### src/rtl/adc_sreg_slave.sv
// ----------------------------------------------------------------------------
// adc_sreg_slave
//
// Responder for the ADC 3-wire configuration link (sclk / sload / sdata).
// The link is oversampled on clk: each pin passes through SYNC_STAGES flops
// and one edge-detect flop.  16-bit frames (MSB first) are decoded as
//   bit0 R/W (1 = write), bits1-4 addr, bits5-6 dummy, bits7-15 data[8:0]
// and writes are committed into a 12 x 9-bit register file when sload rises.
//
// Optional feature macro: ADC_SREG_READBACK_EN
//   defined   : read frames shift reg[addr] out on sdo, MSB first, changing
//               on detected sclk falls, with sdo_oe high while driving.
//   undefined : sdo / sdo_oe tied low; read frames are decoded and ignored.
//
// Ports
//   clk           system clock, >= 4x sclk
//   reset_n       synchronous active-low reset
//   sclk          serial clock (asynchronous to clk)
//   sload         frame enable, active-low
//   sdata         serial data in, sampled on sclk rise
//   sdo / sdo_oe  readback data and drive enable
//   regs_flat     register file, reg[n] = regs_flat[9n+8:9n]
//   wr_stb        1-clk pulse per committed write
//   wr_addr/data  address / data of the last committed write
//   frame_err     1-clk pulse on a rejected frame
//   written_mask  bit n set once reg[n] has been written
//   all_written   high one clk after written_mask reaches 12'hFFF
// ----------------------------------------------------------------------------
module adc_sreg_slave #(
    parameter int SYNC_STAGES = 2
) (
    input  logic         clk,
    input  logic         reset_n,
    input  logic         sclk,
    input  logic         sload,
    input  logic         sdata,
    output logic         sdo,
    output logic         sdo_oe,
    output logic [107:0] regs_flat,
    output logic         wr_stb,
    output logic [3:0]   wr_addr,
    output logic [8:0]   wr_data,
    output logic         frame_err,
    output logic [11:0]  written_mask,
    output logic         all_written
);

    typedef enum logic [1:0] {
        IDLE  = 2'd0,
        SHIFT = 2'd1,
        DONE  = 2'd2
    } state_t;

    localparam logic [3:0] LAST_ADDR  = 4'd11;
    localparam logic [7:0] SETTLE_CNT = 8'(SYNC_STAGES + 1);

    logic [SYNC_STAGES-1:0] sclk_sync_r;
    logic [SYNC_STAGES-1:0] sload_sync_r;
    logic [SYNC_STAGES-1:0] sdata_sync_r;
    logic                   sclk_det_r;
    logic                   sload_det_r;
    logic [7:0]             settle_r;

    logic                   sclk_s;
    logic                   sload_s;
    logic                   sdata_s;
    logic                   settled_s;
    logic                   sclk_rise_s;
    logic                   sclk_fall_s;
    logic                   sload_rise_s;
    logic                   sload_fall_s;

    state_t                 state_r;
    state_t                 state_nxt_s;
    logic [4:0]             bit_cnt_r;
    logic [15:0]            shreg_r;
    logic [15:0]            shift_nxt_s;
    logic [8:0]             regs_r [0:11];

    logic                   commit_wr_s;
    logic                   commit_err_s;
    logic                   frm_rw_s;
    logic [3:0]             frm_addr_s;
    logic [8:0]             frm_data_s;

    // Synchronizer chains: sload idles high, sclk and sdata idle low.
    always_ff @(posedge clk) begin
        if (!reset_n) begin
            sclk_sync_r  <= '0;
            sdata_sync_r <= '0;
            sload_sync_r <= '1;
            sclk_det_r   <= 1'b0;
            sload_det_r  <= 1'b1;
        end else begin
            sclk_sync_r  <= {sclk_sync_r[SYNC_STAGES-2:0], sclk};
            sdata_sync_r <= {sdata_sync_r[SYNC_STAGES-2:0], sdata};
            sload_sync_r <= {sload_sync_r[SYNC_STAGES-2:0], sload};
            sclk_det_r   <= sclk_sync_r[SYNC_STAGES-1];
            sload_det_r  <= sload_sync_r[SYNC_STAGES-1];
        end
    end

    // Post-reset settle counter. The sload chain reset value is 1, so a pin
    // that is already low (reset mid-frame) would otherwise appear as a fresh
    // frame start once it propagates; edges are ignored until the chain has
    // been refilled from the pins.
    always_ff @(posedge clk) begin
        if (!reset_n) begin
            settle_r <= 8'd0;
        end else if (settle_r != SETTLE_CNT) begin
            settle_r <= settle_r + 8'd1;
        end else begin
            settle_r <= settle_r;
        end
    end

    assign sclk_s       = sclk_sync_r[SYNC_STAGES-1];
    assign sload_s      = sload_sync_r[SYNC_STAGES-1];
    assign sdata_s      = sdata_sync_r[SYNC_STAGES-1];
    assign settled_s    = (settle_r == SETTLE_CNT);
    assign sclk_rise_s  = settled_s &  sclk_s  & ~sclk_det_r;
    assign sclk_fall_s  = settled_s & ~sclk_s  &  sclk_det_r;
    assign sload_rise_s = settled_s &  sload_s & ~sload_det_r;
    assign sload_fall_s = settled_s & ~sload_s &  sload_det_r;

    assign shift_nxt_s  = {shreg_r[14:0], sdata_s};
    assign frm_rw_s     = shreg_r[15];
    assign frm_addr_s   = shreg_r[14:11];
    assign frm_data_s   = shreg_r[8:0];

    // Frame FSM next-state logic.
    always_comb begin
        state_nxt_s = state_r;
        case (state_r)
            IDLE: begin
                if (sload_fall_s) begin
                    state_nxt_s = SHIFT;
                end else begin
                    state_nxt_s = IDLE;
                end
            end
            SHIFT: begin
                if (sload_rise_s) begin
                    state_nxt_s = IDLE;
                end else if (sclk_rise_s && (bit_cnt_r == 5'd15)) begin
                    state_nxt_s = DONE;
                end else begin
                    state_nxt_s = SHIFT;
                end
            end
            DONE: begin
                if (sload_rise_s) begin
                    state_nxt_s = IDLE;
                end else begin
                    state_nxt_s = DONE;
                end
            end
            default: state_nxt_s = IDLE;
        endcase
    end

    // Frame-end decode: short frames and out-of-range addresses are rejected.
    always_comb begin
        commit_wr_s  = 1'b0;
        commit_err_s = 1'b0;
        if (sload_rise_s && (state_r != IDLE)) begin
            if (bit_cnt_r < 5'd16) begin
                commit_err_s = 1'b1;
            end else if (frm_addr_s > LAST_ADDR) begin
                commit_err_s = 1'b1;
            end else if (frm_rw_s) begin
                commit_wr_s = 1'b1;
            end else begin
                commit_wr_s = 1'b0;
            end
        end else begin
            commit_wr_s  = 1'b0;
            commit_err_s = 1'b0;
        end
    end

    // FSM state register.
    always_ff @(posedge clk) begin
        if (!reset_n) begin
            state_r <= IDLE;
        end else begin
            state_r <= state_nxt_s;
        end
    end

    // Bit counter and input shift register.
    always_ff @(posedge clk) begin
        if (!reset_n) begin
            bit_cnt_r <= 5'd0;
            shreg_r   <= 16'd0;
        end else if ((state_r == IDLE) && sload_fall_s) begin
            bit_cnt_r <= 5'd0;
            shreg_r   <= 16'd0;
        end else if ((state_r == SHIFT) && !sload_rise_s && sclk_rise_s) begin
            bit_cnt_r <= bit_cnt_r + 5'd1;
            shreg_r   <= shift_nxt_s;
        end else begin
            bit_cnt_r <= bit_cnt_r;
            shreg_r   <= shreg_r;
        end
    end

    // Register file, write status and commit strobes.
    always_ff @(posedge clk) begin
        if (!reset_n) begin
            for (int n = 0; n < 12; n++) begin
                regs_r[n] <= 9'd0;
            end
            written_mask <= 12'd0;
            wr_addr      <= 4'd0;
            wr_data      <= 9'd0;
            wr_stb       <= 1'b0;
            frame_err    <= 1'b0;
            all_written  <= 1'b0;
        end else begin
            wr_stb      <= commit_wr_s;
            frame_err   <= commit_err_s;
            all_written <= (written_mask == 12'hFFF);
            if (commit_wr_s) begin
                regs_r[frm_addr_s]       <= frm_data_s;
                written_mask[frm_addr_s] <= 1'b1;
                wr_addr                  <= frm_addr_s;
                wr_data                  <= frm_data_s;
            end else begin
                wr_addr <= wr_addr;
                wr_data <= wr_data;
            end
        end
    end

    // Flatten the register file onto the output bus.
    always_comb begin
        regs_flat = 108'd0;
        for (int n = 0; n < 12; n++) begin
            regs_flat[9*n +: 9] = regs_r[n];
        end
    end

`ifdef ADC_SREG_READBACK_EN
    logic [8:0] out_sh_r;
    logic       rd_active_r;

    // Readback shifter. By the 7th rise, R/W and addr are fully shifted in
    // (they sit in shift_nxt_s[6:2]), so the selected register is loaded then
    // and presented one bit per detected sclk fall.
    always_ff @(posedge clk) begin
        if (!reset_n) begin
            out_sh_r    <= 9'd0;
            rd_active_r <= 1'b0;
            sdo         <= 1'b0;
            sdo_oe      <= 1'b0;
        end else if (sload_rise_s) begin
            out_sh_r    <= 9'd0;
            rd_active_r <= 1'b0;
            sdo         <= 1'b0;
            sdo_oe      <= 1'b0;
        end else if ((state_r == SHIFT) && sclk_rise_s && (bit_cnt_r == 5'd6)
                     && !shift_nxt_s[6] && (shift_nxt_s[5:2] <= LAST_ADDR)) begin
            out_sh_r    <= regs_r[shift_nxt_s[5:2]];
            rd_active_r <= 1'b1;
        end else if (rd_active_r && sclk_fall_s) begin
            sdo_oe   <= 1'b1;
            sdo      <= out_sh_r[8];
            out_sh_r <= {out_sh_r[7:0], 1'b0};
        end else begin
            out_sh_r    <= out_sh_r;
            rd_active_r <= rd_active_r;
        end
    end
`else
    assign sdo    = 1'b0;
    assign sdo_oe = 1'b0;
`endif

endmodule

### config.mk
export PLATFORM = sky130hd
export DESIGN_NAME = adc_sreg_slave
export DESIGN_NICKNAME = d
export VERILOG_FILES = /design/src/rtl/adc_sreg_slave.sv
export SDC_FILE = /design/constraint.sdc
export NUM_CORES = 1
export LEC_CHECK = 0
export CAP_MARGIN = 20
export CORE_MARGIN = 8
export CORE_UTILIZATION = 35
export DETAILED_ROUTE_END_ITERATION = 7
export PLACE_DENSITY = 0.65
export SYNTH_ARGS = -nofsm -noshare
export SYNTH_HDL_FRONTEND = slang
export SYNTH_SLANG_ARGS = --single-unit
### constraint.sdc
create_clock -name clk -period 3.45 [get_ports clk]
set_input_delay 0.5175 -clock clk [delete_from_list [all_inputs] [get_ports clk]]
set_output_delay 0.5175 -clock clk [all_outputs]
set_load 0.01 [all_outputs]
==> results of run 1 <==
registers in the layout (all words and copies together), names as in the netlist, 2 cells and up:
register	flops
regs_r	108
shreg_r	16
written_mask	12
wr_data	9
settle_r	8
bit_cnt_r	5
wr_addr	4
sclk_sync_r	2
sdata_sync_r	2
sload_sync_r	2
state_r	2
cell usage after synthesis, types with 5 or more instances:
cell type,number
nor2_1,117
and2_1,7
o21ai_0,48
buf_2,15
a21boi_1,10
nand2_1,47
a21oi_1,23
dfxtp_1,67
edfxtp_1,108
clkbuf_1,19
xor2_1,5
o21ai_1,9
and3_1,5
nand3_1,41
nor3b_2,5
a21boi_0,6
worst paths after layout:
path                   start              end  slack [ns]  depth (start not counted)
max              settle_r[0]    regs_r[10][1]        0.52                          5
min          sload_sync_r[0]  sload_sync_r[1]        0.44                          1
max reg2reg      settle_r[0]    regs_r[10][1]        0.52                          5
min reg2reg  sload_sync_r[0]  sload_sync_r[1]        0.44                          1
power breakdown:
group / switching [mW] / internal (mW) / total [mW]
combinational: 0.160 / 0.143 / 0.303
sequential: 0.0396 / 2.29 / 2.33
clock: 0.763 / 1.06 / 1.82
logic make-up after synthesis:
kind of cell	synth area share
xor+xnor	0.00926
fa+ha+maj	0.00567
other cells	0.000566
compound gates	0.0822
flops	0.692
simple gates	0.181
buf+inv	0.0289
cell type report:
type / count / area share
clock buffers: 20 / 0.0497
multi-input cells: 364 / 0.210
flip-flops and latches: 175 / 0.521
inverters: 2 / 0.000854
repair buffers: 154 / 0.171
well taps: 234 / 0.0333
clock inverters: 11 / 0.0134
cell usage in the layout (no fill, tap or decap), types with 6 or more instances in the layout:
master,instances
nand2_1,47
and2_1,7
o21ai_1,9
clkbuf_16,17
a21oi_1,23
clkdlybuf4s50_1,140
nand3_1,41
a21boi_1,10
edfxtp_1,108
a21boi_0,6
nor2_1,117
o21ai_0,48
dfxtp_1,67
buf_4,14
through the flow:
| step | util | area, µm² | hold slack (ns) | worst slack [ns] | std cells |
|---|---|---|---|---|---|
| after detailed placement | 0.442 | 8240 | 0.427 | 0.479 | 929 |
| after CTS | 0.472 | 8790 | 0.441 | 0.540 | 960 |
| final | 0.472 | 8790 | 0.435 | 0.522 | 960 |
| after global routing | 0.472 | 8790 | 0.456 | 0.350 | 960 |
| after floorplan | - | 6630 | 0.386 | 0.862 | 580 |
| after global placement | 0.442 | 8240 | 0.391 | 0.581 | 929 |
layer usage:
layer	track usage	up-vias	routed length, µm
met5	0	-	0
met4	0.0532	0	315
met3	0.0471	26	1630
met2	0.257	223	8930
met1	0.189	2339	7430
li1	-	2290	-
==> impl_metrics.ini, run 1 <==
[logic_synthesis]
synth.distinct_cells = 42
ys.flop_type = edfxtp_1
ys_ff_latch = 175
synth_area_mm2 = 0.00662
syn_avg_cell_area_um2 = 11.4
synth_edf_count = 108
synth_largest_area_cell = edfxtp_1
syn-instance-count = 579
synth_top_area_frac = 0.490
synthArstFlopShare = 0
yosysWarningCount = 0
yosys-top-cells-area = edfxtp_1 49%, dfxtp_1 20%, nor2_1 6.6%
ys_seq_area_frac = 0.692

[drt]
dr.first_iter.drc_count = 452
drt-pass1-iter-count = 5
vias = 4878
drcViolationCount = 0
wl_um = 18300
via_per_inst = 5.08
ant_nets = 0
post_drt_wl_per_cell_um = 19.1

[layout]
ff_latch_area_mm2 = 0.00458
syn_to_final_growth_pct = 32.8
nNetsFinal = 722
n_antenna_cell = 0
fill_cells = 1654
multi_input_area_mm2 = 0.00185
drive_above_1_share = 0.0702

[clocking]
numCtsBuffers = 17
cts_max_path_buffers = 2
clock_sinks = 175
holdBufCountCts = 0
cts_root_buf = clkbuf_16
htreeDepth = 4
cts_resized = 0
worstSkewPairLatency_ns = 0.43
clkTransAtPathRegs_ns = 0.06
post-cts-setup-buffer-count = 0
cts_tree = done

[sta]
hold_viol = 0
slew-limit-headroom = 0.474
worst_slew_pin_slew_ns = 0.784
fmax_ghz = 0.342
setup_viol = 0
period_needed_ns = 2.93
drv_slew = 0
grt_setup_unrepaired = no
period_share = 0.849
clock_skew_ns = 0.00988
setup-tns-final_ns = 0

[worst_setup_path]
cp.arrival_ns = 2.98
end_kind = flop
slowest_stage = o21ai_1
crit_chain = ha_1, or4b_4, nor3b_2, nand3_1, o21ai_1
cp_max_fo = 12
worstSetupPathType = flop to flop
worst-path-buf-inv = 0
cp-start-kind = flop
slowest_delay_ns = 0.75
cpLargestDelayFamily = simple AND/OR/NAND/NOR gates
crit_required_ns = 3.50

[pwr]
vdd_drop_max_uv = 331
leakagePower_nw = 2.80
power.density_mw_per_mm2 = 506
power_mw = 4.45

[global_routing]
antenna_found_initial = 0
grt_max_degree = 52
grt_pass1_wl_um = 28400
overflow = 0
grt_pass1_vias = 4832
globalRouteTotalUtil = 0.155

[placed_design]
dp_hpwl_um = 13300
gp_congestion = 0.795
portBuffers = 140

[floorplanning]
die_area_mm2 = 0.0236
initial_core_util = 0.355
io-pin-count = 143
dieWidth_um = 154
rows = 50
core_area_mm2 = 0.0186
die_y_um = 154

[min_path]
hp-class = flop to flop

[status]
status = completed

[job]
max-cap-violations = 0
Note: power is estimated with default switching activity, not from simulation.
==> inputs of run 2 (changes only) <==
--- a/config.mk
+++ b/config.mk
@@ -9,7 +9,7 @@
 export CORE_MARGIN = 8
 export CORE_UTILIZATION = 35
 export DETAILED_ROUTE_END_ITERATION = 7
-export PLACE_DENSITY = 0.65
+export PLACE_DENSITY = 0.67
 export SYNTH_ARGS = -nofsm -noshare
 export SYNTH_HDL_FRONTEND = slang
 export SYNTH_SLANG_ARGS = --single-unit
==> constraint.sdc (replaced) <==
create_clock -name clk -period 2.4 [get_ports clk]
set_input_delay 0.36 -clock clk [delete_from_list [all_inputs] [get_ports clk]]
set_output_delay 0.36 -clock clk [all_outputs]
set_load 0.01 [all_outputs]
==> impl_metrics.ini, run 2 (same netlist as run 1, synthesis figures left out) <==
[pwr]
leakagePower_nw = 2.96
vdd_drop_max_uv = 507
power.density_mw_per_mm2 = 744
power_mw = 6.75

[layout]
syn_to_final_growth_pct = 37.2
largest-register = regs_r
final_cells = 985
largest_register_ffs = 108
top_regs = regs_r (108), shreg_r (16), written_mask (12)
nNetsFinal = 746
final_cell_mix = 139 x clkdlybuf4s50_1, 117 x nor2_1, 108 x edfxtp_1
drive_above_1_share = 0.116
fill_cells = 1642
layout_commonest_cell = clkdlybuf4s50_1
n_antenna_cell = 0

[placed_design]
gp_congestion = 0.790
dp_hpwl_um = 12700
dp.cells = 953
portBuffers = 140

[worst_setup_path]
crit_chain = ha_2, or4b_4, nor3_1, nand3_1, buf_12, o21ai_2, buf_4
end_kind = flop
slowest_delay_ns = 0.54
crit_required_ns = 2.53
worstSetupPathType = flop to flop
cp-startpoint = settle_r[0]
worst_r2r_startpoint = settle_r[0]
cp.arrival_ns = 2.40
cp-start-kind = flop
cp_max_fo = 33
slowest_stage = or4b_4

[global_routing]
grt_pass1_wl_um = 27800
antenna_found_initial = 0
grt_max_degree = 52
grt_pass1_vias = 4772
globalRouteTotalUtil = 0.150
overflow = 0

[floorplanning]
die_y_um = 154
initial_core_util = 0.355
die_area_mm2 = 0.0236
core_area_mm2 = 0.0186
io-pin-count = 143
dieWidth_um = 154
rows = 50

[clocking]
worstSkewPairLatency_ns = 0.43
htreeDepth = 4
clkTransAtPathRegs_ns = 0.07
numCtsBuffers = 17
cts_tree = done
cts_max_path_buffers = 2
clock_sinks = 175
cts_root_buf = clkbuf_16

[drt]
wl_um = 17800
drcViolationCount = 0
drt-pass1-iter-count = 5
dr.first_iter.drc_count = 504
vias = 4929
via_per_inst = 5.00
ant_nets = 0
post_drt_wl_per_cell_um = 18.0

[sta]
grt_setup_unrepaired = no
setup_viol = 0
period_needed_ns = 2.27
hold_viol = 0
fmax_ghz = 0.440
worst_slew_pin_slew_ns = 0.578
period_share = 0.946
slew-limit-headroom = 0.613
drv_slew = 0
clock_skew_ns = 0.00907

[min_path]
hp-start = sload_sync_r[0]
hp-class = flop to flop

[job]
max-cap-violations = 0

[status]
status = completed
[run 2: final cells by class]
class / instances / area, µm² / share of cell area
timing repair buffer: 178 / 1690 / 0.187
inverter: 2 / 7.51 / 0.000826
clock buffer: 18 / 429 / 0.0472
sequential: 175 / 4580 / 0.505
multi-input combinational: 364 / 1870 / 0.206
tap: 234 / 293 / 0.0322
clock inverter: 14 / 204 / 0.0225
[run 2: worst max-delay path: cells and delay by family (launching register included)]
family / cells / cell delay, ns
AO/OA/AOI/OAI: 1 / 0.14
flip-flops: 1 / 0.34
AND/OR/NAND/NOR: 3 / 0.84
adder cells (fa/ha/maj): 1 / 0.23
buffers and inverters: 2 / 0.42
[run 2: metrics by stage]
stage / setup WS, ns / utilization / hold WS (ns) / setup TNS (ns) / cell area (µm²)
detailed placement: 0.111 / 0.453 / 0.398 / 0 / 8440
global route: 0.000487 / 0.487 / 0.442 / 0 / 9080
finish: 0.129 / 0.487 / 0.413 / 0 / 9080
CTS: 0.103 / 0.487 / 0.405 / 0 / 9080
global placement: 0.182 / 0.453 / 0.396 / 0 / 8440
floorplan: -0.105 / - / 0.386 / -1.90 / 6640
[run 2: path summary, 6_finish.rpt]
check	to	slack, ns	cells after the start
max	regs_r[4][3]	0.13	7
min	sload_sync_r[1]	0.41	1
max reg2reg	regs_r[4][3]	0.13	7
min reg2reg	sload_sync_r[1]	0.41	1
[run 2: power by group]
part | internal [mW] | switching (mW) | total, mW
clock | 1.76 | 1.18 | 2.94
combinational | 0.232 | 0.245 | 0.477
sequential | 3.29 | 0.0479 | 3.34
total | 5.28 | 1.47 | 6.75
[run 2: routing by layer]
layer / part of all wire / vias to the layer above / global-route usage
li1: - / 2343 / -
met1: 0.42 / 2361 / 0.189
met3: 0.084 / 18 / 0.0471
met5: 0 / - / 0
met2: 0.49 / 207 / 0.247
met4: 0.011 / 0 / 0.0364
[run 2: what timing repair did]
action | 4_1_cts | 5_1_grt
endpoints found under the hold margin | 0 | 0
hold buffers | 0 | 0
endpoints found under the setup margin | 0 | 45
resized for setup | 0 | 2
setup buffers | 0 | 0
==> RTL change 1, RTL diff (config.mk and constraints of run 2) <==
Register the output `regs_flat`, cleared by the reset; this adds one clock of latency there. The other outputs are not delayed to match.
--- a/src/rtl/adc_sreg_slave.sv
+++ b/src/rtl/adc_sreg_slave.sv
@@ -56,2 +56,4 @@
 
+    logic [107:0] regs_flat_d;
+
     logic [SYNC_STAGES-1:0] sclk_sync_r;
@@ -237,5 +239,5 @@
     always_comb begin
-        regs_flat = 108'd0;
+        regs_flat_d = 108'd0;
         for (int n = 0; n < 12; n++) begin
-            regs_flat[9*n +: 9] = regs_r[n];
+            regs_flat_d[9*n +: 9] = regs_r[n];
         end
@@ -279,2 +281,10 @@
 
+    always_ff @(posedge clk) begin
+        if (!reset_n) begin
+            regs_flat <= '0;
+        end else begin
+            regs_flat <= regs_flat_d;
+        end
+    end
+
 endmodule
Formal check against the unedited RTL: no difference found for any inputs over 10 cycles, from zero or initial values and one cycle with reset_n low; that may be too few to reach the edited logic, so the function may still have changed.
==> RTL change 1 against run 2 <==
- total power up 49%
- core utilization decreased by 2.6 points
- routed wire length up 24%
- die area grew 40%
- worst setup slack better by 0.057 ns
- sequential cell count up 108
- cell area rose by 37%
- area after synthesis grew 45%
- sequential share of layout area rose by 3.8 points
- via count increased by 28%
- critical endpoint is now regs_r[11][0]
==> RTL change 1: results (changes against run 2) <==
{| class="wikitable"
! Metric !! Value
|-
| Outcome || complete, no violations
|-
| Relative area of clock buffers and inverters in the final design || 0.0734 (+0.00374)
|-
| DRC marker count from the first detailed-route iteration || 397 (-21%)
|-
| Number of buffers created by CTS || 28 (+11)
|-
| CP Data Arrival Time || 2.44 ns (+0.04 ns)
|-
| Hold-critical path endpoint || wr_stb
|-
| Sequential share of cell area || 0.543 (+0.0385)
|-
| Fillcell total || 2438 (+48%)
|-
| Maximum fanout along the worst path || 8 (-76%)
|-
| Fraction of layout cells with a size suffix above 1 || 0.0998 (-0.0160)
|-
| Proportion of power drawn by combinational gates || 0.056 (-0.015)
|-
| Invs w/o clock || 3 (+1)
|-
| Maximum buffer depth of the clock tree || 3 (+1)
|-
| Post-place setup slack || 0.129 ns (+0.0183 ns)
|-
| Share of final layout cell area taken by non-clock buffers || 0.141 (-0.0453)
|-
| Fraction of the yosys area taken by sequential cells || 0.703 (+0.0109)
|-
| Total power after layout || 10100 uW (+49%)
|-
| Per-cell via count in the routed design || 4.73 (-5.5%)
|-
| Number of instances on the worst hold path || 3 (+2)
|-
| Path class of the lowest-slack min-delay path || in -> reg
|-
| Post-synth top flop || dfxtp_1
|-
| Worst reg-to-reg setup slack || 0.19 ns (+0.06 ns)
|-
| Synth area leaders || dfxtp_1, edfxtp_1, and2_1
|-
| Top cells by instance count after synthesis || dfxtp_1, and2_1, nor2_1, edfxtp_1, nand2_1
|-
| Maximum number of pins on one net before global-route repair || 80 (+54%)
|-
| Count of flip-flops and latches || 283 (+62%)
|-
| Launch point of the worst reg-to-reg path || settle_r[1]
|-
| Estimated wirelength of the detail-placed design || 15.6 mm (+23%)
|-
| Wirelength, routed || 22.1 mm (+24%)
|-
| Global-route wire length before repair || 34.8 mm (+25%)
|-
| Placement Cell Area || 0.0115 mm2 (+36%)
|-
| Total clock network power || 4250 uW (+45%)
|-
| Inst Count DP || 1281 (+34%)
|-
| Global-route usage over all layers || 0.131 (-0.0192)
|-
| Combined area of the multi-input logic cells || 0.00257 mm2 (+37%)
|-
| Vias in the first global route || 6343 (+33%)
|-
| Largest registers || regs_flat (108), regs_r (108), shreg_r (16)
|-
| Internal Power || 7960 uW (+51%)
|-
| Hold path startpoint || reset_n
|}
## RTL change 1: changes by cell type after synthesis, sizes merged, moves of 3 or more
cell    change
and2      +110
dfxtp     +108
clkbuf     +18
nand3       -3
nor3b       -3
## RTL change 1: how the worst max path moves through the flow
stage | startpoint | to | slack [ns]
after floorplan | settle_r[0] | regs_r[5][0] | -0.17
after global placement | settle_r[1] | regs_r[2][3] | 0.17
after detailed placement | settle_r[1] | regs_r[2][3] | 0.13
after CTS | settle_r[1] | regs_r[2][7] | 0.11
after global routing | settle_r[1] | regs_r[2][2] | 0.01
final | settle_r[1] | regs_r[11][0] | 0.19
## RTL change 1: layer usage
metal / global-route usage / routed length [um] / share of wire / vias to the layer above
li1: - / - / - / 3047
met5: 0 / 0 / 0 / -
met4: 0.0403 / 512 / 0.023 / 0
met2: 0.214 / 10300 / 0.46 / 234
met1: 0.170 / 9620 / 0.43 / 2979
met3: 0.0305 / 1720 / 0.078 / 42
## RTL change 1: worst max-delay path, stage by stage, from the launching register on
cell	delay, ns
dfxtp_1	0.38
ha_1	0.18
or4b_1	0.45
buf_4	0.18
nor2_1	0.09
nand2_1	0.20
o21ai_1	0.22
buf_4	0.20
## RTL change 1: repair_timing
action / 4_1_cts / 5_1_grt
resized for setup: 0 / 1
setup endpoints to repair: 0 / 6
hold buffers: 0 / 0
## RTL change 1: cell families (layout without fill, tap and decap cells)
kind of cell	Yosys count	count (layout)	share of synthesized area
AOI/OAI and AO/OA	104	104	0.0642
xor gates and xnor gates	7	7	0.00639
adders and majority gates	3	3	0.00391
buffers and inverters	59	239	0.0308
DFF	283	283	0.703
other	1	2	0.000391
and+or+nand+nor	354	354	0.191
==> RTL change 2, RTL diff (settings of run 2) <==
Without the edit above. The option `ADC_SREG_READBACK_EN` is turned on by a define.
--- a/src/rtl/adc_sreg_slave.sv
+++ b/src/rtl/adc_sreg_slave.sv
@@ -28,2 +28,4 @@
 // ----------------------------------------------------------------------------
+`define ADC_SREG_READBACK_EN
+
 module adc_sreg_slave #(
Formal check against the unedited RTL: no difference found for any inputs over 10 cycles, from zero or initial values and one cycle with reset_n low; that may be too few to reach the edited logic, so the function may still have changed.
==> RTL change 2 against run 2 <==
- total power increased by 30%
- area after synthesis up 44%
- cell count rose by 34%
- clock skew increased by 0.010 ns
- sequential cell count increased by 52
- sequential power up 31%
- cell area grew 39%
- worst setup slack got worse by 0.021 ns
- routed wire length grew 54%
- critical path type unchanged
- highest routed layer unchanged
==> RTL change 2: results (changes against run 2) <==
{| class="wikitable"
! Metric !! Value
|-
| Cell leakage power || 0.00458 uW (+55%)
|-
| Layout Skew || 0.0192 ns (+0.0101 ns)
|-
| Syn_area_per_cell || 12.6 um2 (+11%)
|-
| Port Buf Inserts || 142 (+1.4%)
|-
| Number of buffers created by CTS || 25 (+8)
|-
| Rel. slew slack || 0.396 (-0.218)
|-
| Hold slack || 0.397 ns (-0.0160 ns)
|-
| Outcome || complete, no violations
|-
| Synth area leaders || edfxtp_1, dfxtp_1, and2_1
|-
| Fraction of layout cells with a size suffix above 1 || 0.143 (+0.0272)
|-
| Clock latency at the later pin of the worst-skew pair || 0.52 ns (+0.09 ns)
|-
| Number of levels the H-tree was split into || 1 (-3)
|-
| Fillcell total || 2433 (+48%)
|-
| WL met3 || 2.25 mm (+51%)
|-
| WL met2 || 12.5 mm (+44%)
|-
| Top cells by instance count after synthesis || edfxtp_1, and2_1, dfxtp_1, nand2_1, mux2i_1
|-
| Maximum number of pins on one net before global-route repair || 27 (-48%)
|-
| Global-route usage over all layers || 0.163 (+0.0133)
|-
| VDD IR max || 0.341 mV (-33%)
|-
| Count of yosys warnings during synthesis || 0 (unchanged)
|-
| Inst Count DP || 1275 (+34%)
|-
| Post-place setup slack || -0.0543 ns (-0.165 ns)
|-
| Estimated wirelength of the detail-placed design || 20.0 mm (+58%)
|-
| Maximum buffer depth of the clock tree || 3 (+1)
|-
| Global-route wire length before repair || 41.5 mm (+49%)
|-
| Path class of the lowest-slack min-delay path || in -> reg
|-
| Wirelength, routed || 27.4 mm (+54%)
|-
| Routed metal-1 wirelength || 12.2 mm (+64%)
|-
| Average routed wire per standard cell || 20.8 um (+15%)
|-
| Worst reg-to-reg setup slack || 0.11 ns (-0.02 ns)
|-
| Final GP Congestion || 0.804 (+1.8%)
|-
| Fraction of the yosys area taken by sequential cells || 0.629 (-0.0633)
|-
| Final Cycle Share || 0.955 (+0.00888)
|-
| Maximum fanout along the worst path || 10 (-70%)
|}
RTL change 2: changes by cell type in the layout (fill, tap and decap cells not counted), moves of 34 or more:
| cell | delta |
|---|---|
| o21ai_0 | -41 |
| mux2i_1 | +38 |
| edfxtp_1 | +36 |
| and2_1 | +110 |
| nor2_1 | -96 |
| conb_1 | +34 |
RTL change 2: area by class of cell:
type | instances | area [um2] | area share
sequential | 227 | 5990 | 0.475
multi-input combinational | 498 | 3390 | 0.269
timing repair buffer | 204 | 1940 | 0.154
clock buffer | 27 | 643 | 0.0510
tap | 341 | 427 | 0.0338
clock inverter | 18 | 200 | 0.0159
inverter | 5 | 18.8 | 0.00149
RTL change 2: worst paths after layout:
path                    from              end  depth (start not counted)
min reg2reg  sload_sync_r[0]  sload_sync_r[1]                          1
min                  reset_n  sload_sync_r[0]                          3
max reg2reg      settle_r[0]     regs_r[8][8]                          8
max              settle_r[0]     regs_r[8][8]                          8
RTL change 2: cells by family (layout without fill, tap and decap cells):
family	after synthesis	in the layout	share of synthesized area
AO/OA/AOI/OAI	106	106	0.0755
flip-flops	227	227	0.629
other	1	36	0.000394
buffers and inverters	63	254	0.0317
multiplexers	61	61	0.0849
adder cells (fa/ha/maj)	4	4	0.00526
AND/OR/NAND/NOR	281	281	0.164
XOR/XNOR	10	10	0.00921
RTL change 2: where the power goes:
part           switching (uW)  total (uW)  internal [uW]
clock                    1550        3910           2370
combinational             245         516            271
sequential                101        4370           4270
RTL change 2: what timing repair did:
action                     CTS  global route
pin swaps                    0             0
setup endpoints to repair    9            43
gates resized for setup      1             5
RTL change 2: per-stage QoR:
step | TNS, ns | area [um2] | power, uW | utilization
after floorplan | 0 | 9650 | 4620 | -
after global placement | -0.0871 | 11800 | 4970 | 0.439
after detailed placement | -0.486 | 11800 | 4970 | 0.439
after CTS | 0 | 12600 | 8870 | 0.470
after global routing | -0.166 | 12600 | 9090 | 0.470
final | 0 | 12600 | 8800 | 0.470
RTL change 2: metal layers:
layer | global-route usage | vias to the layer above
li1 | - | 3095
met2 | 0.257 | 261
met1 | 0.224 | 3277
met4 | 0.0380 | 0
met3 | 0.0403 | 43
met5 | 0 | -
RTL change 2: critical path, cell delays in order (launching register included):
cell and delay (ns):
dfxtp_1 0.34, ha_1 0.17, or3b_2 0.48, nor2_2 0.11, and4_1 0.27, buf_12 0.14
and4b_1 0.21, nand2b_1 0.14, buf_4 0.16
